File: config.mk
export PLATFORM = sky130hd
export DESIGN_NAME = rob_commit
export DESIGN_NICKNAME = d
export VERILOG_FILES = /design/src/rtl/rob_commit.sv
export SDC_FILE = /design/constraint.sdc
export NUM_CORES = 1
export LEC_CHECK = 0
export CAP_MARGIN = 10
export CORE_ASPECT_RATIO = 2
export CORE_MARGIN = 1.5
export CORE_UTILIZATION = 54
export CTS_CLUSTER_DIAMETER = 40
export DETAILED_ROUTE_END_ITERATION = 6
export MAX_ROUTING_LAYER = met4
export PLACE_DENSITY = 0.77
export SYNTH_ARGS = -nofsm -noshare
export SYNTH_HDL_FRONTEND = slang
export SYNTH_SLANG_ARGS = --single-unit
File: constraint.sdc
create_clock -name clk -period 2.3 [get_ports clk]
set_input_delay 0.46 -clock clk [delete_from_list [all_inputs] [get_ports clk]]
set_output_delay 0.46 -clock clk [all_outputs]
set_load 0.02 [all_outputs]
File: src/rtl/rob_commit.sv
// rob_commit: reorder buffer in front of the GPR file.
// Entries are allocated in program order at the tail. Results arrive out of
// order through the writeback port. At most one finished entry retires per
// cycle from the head, which drives the register-file write port. A single
// query port lets dispatch read results that are done but not yet retired.

`ifndef WORD_WIDTH
`define WORD_WIDTH 32
`endif
`ifndef GPR_ADDR_WIDTH
`define GPR_ADDR_WIDTH 5
`endif

module rob_commit #(
    parameter int ROB_DEPTH    = 8,
    parameter int ROB_ID_WIDTH = 3,
    parameter int WORD_W       = `WORD_WIDTH,
    parameter int GPR_ADDR_W   = `GPR_ADDR_WIDTH
) (
    input  logic                    clk,
    input  logic                    rst_n,
    input  logic                    flush,
    input  logic                    dispatch_en,
    input  logic                    dispatch_has_dst,
    input  logic [GPR_ADDR_W-1:0]   dispatch_dst_addr,
    output logic                    dispatch_ready,
    output logic [ROB_ID_WIDTH-1:0] dispatch_rob_id,
    input  logic                    wb_en,
    input  logic [ROB_ID_WIDTH-1:0] wb_rob_id,
    input  logic [WORD_W-1:0]       wb_value,
    input  logic [ROB_ID_WIDTH-1:0] query_rob_id,
    output logic                    query_ready,
    output logic [WORD_W-1:0]       query_value,
    output logic                    rob_retire,
    output logic                    commit_en,
    output logic [GPR_ADDR_W-1:0]   rob_commit_dst_addr,
    output logic [WORD_W-1:0]       rob_commit_dst_value,
    output logic                    rob_empty,
    output logic                    rob_full
);

    // Pointers carry one extra wrap bit above the index bits.
    localparam logic [ROB_ID_WIDTH:0] PTR_ONE = {{ROB_ID_WIDTH{1'b0}}, 1'b1};

    logic [ROB_DEPTH-1:0]  valid_q,   valid_d;
    logic [ROB_DEPTH-1:0]  done_q,    done_d;
    logic [ROB_DEPTH-1:0]  has_dst_q, has_dst_d;
    logic [GPR_ADDR_W-1:0] dst_addr_q [ROB_DEPTH];
    logic [GPR_ADDR_W-1:0] dst_addr_d [ROB_DEPTH];
    logic [WORD_W-1:0]     value_q    [ROB_DEPTH];
    logic [WORD_W-1:0]     value_d    [ROB_DEPTH];
    logic [ROB_ID_WIDTH:0] head_q, head_d;
    logic [ROB_ID_WIDTH:0] tail_q, tail_d;

    logic [ROB_ID_WIDTH-1:0] head_idx_s;
    logic [ROB_ID_WIDTH-1:0] tail_idx_s;
    logic                    empty_s;
    logic                    full_s;
    logic                    retire_s;
    logic                    query_hit_s;

    assign head_idx_s = head_q[ROB_ID_WIDTH-1:0];
    assign tail_idx_s = tail_q[ROB_ID_WIDTH-1:0];
    assign empty_s    = (head_q == tail_q);
    assign full_s     = (head_idx_s == tail_idx_s) &&
                        (head_q[ROB_ID_WIDTH] != tail_q[ROB_ID_WIDTH]);

    // Retirement is a zero-latency view of the registered head; a flush
    // cycle suppresses it so nothing is written to the GPR file.
    assign retire_s    = !flush && valid_q[head_idx_s] && done_q[head_idx_s];
    assign query_hit_s = valid_q[query_rob_id] && done_q[query_rob_id];

    assign dispatch_ready       = !full_s;
    assign dispatch_rob_id      = tail_idx_s;
    assign rob_empty            = empty_s;
    assign rob_full             = full_s;
    assign rob_retire           = retire_s;
    assign commit_en            = retire_s && has_dst_q[head_idx_s] &&
                                  (dst_addr_q[head_idx_s] != {GPR_ADDR_W{1'b0}});
    assign rob_commit_dst_addr  = retire_s ? dst_addr_q[head_idx_s] : {GPR_ADDR_W{1'b0}};
    assign rob_commit_dst_value = retire_s ? value_q[head_idx_s] : {WORD_W{1'b0}};
    assign query_ready          = query_hit_s;
    assign query_value          = query_hit_s ? value_q[query_rob_id] : {WORD_W{1'b0}};

    // Next-state: flush wins; otherwise retire, writeback and dispatch all apply.
    always_comb begin
        valid_d    = valid_q;
        done_d     = done_q;
        has_dst_d  = has_dst_q;
        dst_addr_d = dst_addr_q;
        value_d    = value_q;
        head_d     = head_q;
        tail_d     = tail_q;
        if (flush) begin
            valid_d = {ROB_DEPTH{1'b0}};
            done_d  = {ROB_DEPTH{1'b0}};
            head_d  = {(ROB_ID_WIDTH+1){1'b0}};
            tail_d  = {(ROB_ID_WIDTH+1){1'b0}};
        end else begin
            if (retire_s) begin
                valid_d[head_idx_s] = 1'b0;
                head_d              = head_q + PTR_ONE;
            end else begin
                head_d = head_q;
            end
            // Writeback only lands on a live entry; a repeat overwrites the value.
            if (wb_en && valid_q[wb_rob_id]) begin
                done_d[wb_rob_id]  = 1'b1;
                value_d[wb_rob_id] = wb_value;
            end else begin
                done_d = done_d;
            end
            // Fullness is judged on registered state only, so a retire in the
            // same cycle does not open a slot for this dispatch.
            if (dispatch_en && !full_s) begin
                valid_d[tail_idx_s]    = 1'b1;
                done_d[tail_idx_s]     = 1'b0;
                has_dst_d[tail_idx_s]  = dispatch_has_dst;
                dst_addr_d[tail_idx_s] = dispatch_dst_addr;
                tail_d                 = tail_q + PTR_ONE;
            end else begin
                tail_d = tail_q;
            end
        end
    end

    // State registers with asynchronous active-low reset.
    always_ff @(posedge clk or negedge rst_n) begin
        if (!rst_n) begin
            valid_q   <= {ROB_DEPTH{1'b0}};
            done_q    <= {ROB_DEPTH{1'b0}};
            has_dst_q <= {ROB_DEPTH{1'b0}};
            head_q    <= {(ROB_ID_WIDTH+1){1'b0}};
            tail_q    <= {(ROB_ID_WIDTH+1){1'b0}};
            for (int i = 0; i < ROB_DEPTH; i++) begin
                dst_addr_q[i] <= {GPR_ADDR_W{1'b0}};
                value_q[i]    <= {WORD_W{1'b0}};
            end
        end else begin
            valid_q    <= valid_d;
            done_q     <= done_d;
            has_dst_q  <= has_dst_d;
            dst_addr_q <= dst_addr_d;
            value_q    <= value_d;
            head_q     <= head_d;
            tail_q     <= tail_d;
        end
    end

endmodule

==> impl_metrics.tcl <==
set metrics [dict create \
    place_congestion 0.915 \
    cts_tree "yes" \
    yosysWarnings 0 \
    clk_latency_ps 580 \
    tightest_slew_ps 515 \
    vias_per_cell 6.50 \
    max_stage_delay_ps 450 \
    fp-row-count 91 \
    hp-class "input pin to asynchronous set/reset pin" \
    yosys_register_bits 328 \
    p_leak_nw 10.5 \
    grt_max_degree 61 \
    setup_slack_ps -873 \
    rsz0062_at_grt "yes" \
    finalCritPeriodShare_pct 138 \
    path_class "flip-flop to output pin" \
    grt.met3_usage_pct 3.96 \
    overflow 0 \
    fmax_mhz 315 \
    cp_slowest_cell "dfrtp_2" \
    setup_viol 122 \
    timing.max_cap.violations 0 \
    p_per_area_nw_per_um2 572 \
    path_max_fanout 12 \
    path_cells "buf_12 -> mux2_2 -> a2bb2oi_4 -> nand3_4 -> or2_4 -> buf_12 -> buf_4 -> nor4_4 -> buf_4" \
    start_kind "flip-flop" \
    hold_viol_final 0 \
    synth_nets 1304 \
    first_pass_iters 5 \
    crit_required_ps 1840 \
    grt_usage_pct 34.3 \
    num_vias 13000 \
    drive_gt1_share_pct 56.3 \
    ir_drop_mv 0.649 \
    die_y_um 253 \
    path_clk_slew_ps 70 \
    htree_levels 1 \
    grtUsageMet2_pct 60.2 \
    wirelength_mm 53.2 \
    pre_cts_ws_ps -852 \
    synth_ff_type "dfrtp_1" \
    cts.sink_count 328 \
    ff2ff_path_depth 9 \
    wire_per_inst_um 26.5 \
    slew_viol_final 0 \
    syn_area_um2 16900 \
    rrSetupSlack_ps -80 \
    fin_cells 2003 \
    r2r_start "head_q[0]$_DFFE_PN0P_" \
    fin_total_pwr_mw 13.2 \
    r2r-end "dst_addr_q[2]$_DFFE_PN0P_" \
    boundaryPins 127 \
    syn_avg_cell_area_um2 13.5 \
    period_needed_ps 3170 \
    globalRoute.busiestLayer "met2" \
    area_growth_syn_to_layout_pct 35.9 \
    grt_antenna_before_repair 1 \
    status "finished, violations left" \
    dieArea_um2 32500 \
    grtUsageMet1_pct 37.0 \
    dp.final_hpwl_mm 34.9 \
    root_buffer "clkbuf_16" \
    drtAntennaViolNets 0 \
    first_iter_violations 1022 \
    whs_ps 433 \
    port_buffers 126 \
    ys_seq_area_share_pct 48.4 \
    synthArstFlopShare_pct 100 \
    syn_inst 1253 \
    grt_pass1_vias 14100 \
    violations "negative setup slack" \
    synth_edf_count 0 \
    cts-buffers-inserted 30 \
    grt_pass1_wl_mm 81.5 \
    nNetsFinal 1613 \
    synth_cell_types 64 \
    dp_cells 1899 \
    crit_arrival_ps 2710 \
    drc 0 \
    core-area_um2 30900 \
    skew_ps 21.3 \
    cts_buffer_depth 3 \
    cp-end-kind "output pin" \
    maxSlewHeadroom_pct 64.7 \
    fp.dieW_um 128 \
    initial_core_util_pct 54.9 \
]
## kinds of logic after synthesis
kind of cell             Yosys count  share of synthesized area [%]
multiplexers                     432                           33.0
AO/OA/AOI/OAI                    191                           8.40
AND/OR/NAND/NOR                  177                           6.29
buffers and inverters            112                           3.13
XOR/XNOR                          11                          0.569
flip-flops                       328                           48.4
adder cells (fa/ha/maj)            2                          0.148
## routing by layer
metal  wire (um)  up-vias  share of wire [%]
met3        2800      215                5.3
met5           0        -                  0
met1       18100     6766                 34
met2       28800      575                 54
li1            -     5460                  -
met4        3450        0                6.5
## per-stage QoR
step / instance area (um2) / setup TNS, ps / util, %
after CTS: 22700 / -48150 / 73.7
after floorplan: 17500 / -677 / -
after detailed placement: 20900 / -95970 / 67.7
final: 23000 / -51310 / 74.6
after global routing: 23000 / -59310 / 74.6
after global placement: 20900 / -89510 / 67.7
## power breakdown
group	internal, mW	total, mW	leakage, nW	switching, mW
registers	6.14	6.43	4.50	0.293
logic	0.845	1.60	5.47	0.751
clock network	2.88	5.14	0.505	2.26
## critical path: cells and delay by family, from the launching register on
kind / cells / cell delay, ps
buffers and inverters: 4 / 670
flip-flops: 1 / 450
AO/OA/AOI/OAI: 1 / 170
AND/OR/NAND/NOR: 3 / 570
multiplexers: 1 / 250
## cell usage after synthesis (all sizes together), types with 2 or more instances
master / n / share of area [%]
nand3: 9 / 0.30
o311ai: 8 / 0.41
or3: 2 / 0.074
o211ai: 2 / 0.089
nand2b: 3 / 0.11
o22a: 27 / 1.4
xor2: 6 / 0.31
and2: 3 / 0.11
nand2: 32 / 0.71
a22oi: 4 / 0.18
nand4: 5 / 0.18
o41ai: 2 / 0.21
nor2: 63 / 1.4
a31o: 2 / 0.10
nand3b: 3 / 0.16
nor3b: 5 / 0.25
a211oi: 5 / 0.22
o221ai: 30 / 1.6
ha: 2 / 0.15
mux4: 68 / 9.0
a31oi: 8 / 0.30
a2bb2oi: 2 / 0.18
o22ai: 73 / 2.7
o21ai: 9 / 0.27
xnor2: 5 / 0.26
dfrtp: 328 / 48
mux2: 316 / 21
mux2i: 48 / 2.8
nor4: 27 / 2.0
or2: 5 / 0.18
clkbuf: 32 / 0.71
nor2b: 8 / 0.30
a21oi: 9 / 0.27
inv: 9 / 0.20
or4: 2 / 0.089
buf: 71 / 2.2
nor3: 6 / 0.24
## worst max-delay path by stage
stage                          startpoint                       end  slack [ps]  cells after the start
floorplan           head_q[0]$_DFFE_PN0P_                 commit_en         -90                      8
global placement                    flush   rob_commit_dst_value[0]        -830                      9
detailed placement                  flush  rob_commit_dst_value[24]        -850                      9
CTS                 head_q[0]$_DFFE_PN0P_   rob_commit_dst_value[2]        -870                      8
global route        head_q[0]$_DFFE_PN0P_                 commit_en        -950                      9
finish              head_q[0]$_DFFE_PN0P_  rob_commit_dst_value[10]        -870                      9
## timing repair
action	in CTS	in global routing
pin swaps	14	31
resized for setup	542	39
cloned	4	0
buffers inserted	32	13
hold buffers	1	0
setup endpoints to repair	124	123
hold endpoints to repair	51	0
## placed cells by master, fill, tap and decap left out, types with 7 or more instances in the layout
| cell type | n |
|---|---|
| o311ai_0 | 8 |
| a21oi_1 | 9 |
| o21ai_0 | 8 |
| clkinv_2 | 9 |
| nor2b_1 | 7 |
| nor2_4 | 36 |
| nand2_1 | 24 |
| buf_12 | 62 |
| buf_6 | 65 |
| o22a_1 | 26 |
| clkbuf_16 | 31 |
| o221ai_2 | 22 |
| buf_4 | 194 |
| clkdlybuf4s50_1 | 46 |
| mux2_1 | 23 |
| nand2_2 | 8 |
| o221ai_1 | 8 |
| nor4_4 | 27 |
| a31oi_1 | 8 |
| mux4_2 | 68 |
| mux2_2 | 287 |
| o22ai_2 | 8 |
| mux2i_1 | 47 |
| nor2_1 | 23 |
| dfrtp_1 | 324 |
| o22ai_1 | 65 |
## sequential cells by signal, summed over array words and instances (netlist names)
| signal | count |
|---|---|
| dst_addr_q | 40 |
| value_q | 256 |
| valid_q | 8 |
| tail_q | 4 |
| has_dst_q | 8 |
| head_q | 4 |
| done_q | 8 |
## cell type report
class | count | area [um2]
Clock inverter | 15 | 139
Timing Repair Buffer | 380 | 4080
Clock buffer | 39 | 866
Antenna cell | 1 | 2.50
Tap cell | 418 | 523
Multi-Input combinational cell | 813 | 9160
Inverter | 9 | 38.8
Sequential cell | 328 | 8210
Fill cell | 1858 | 7840
No activity file was read; power rests on OpenSTA's default activity.
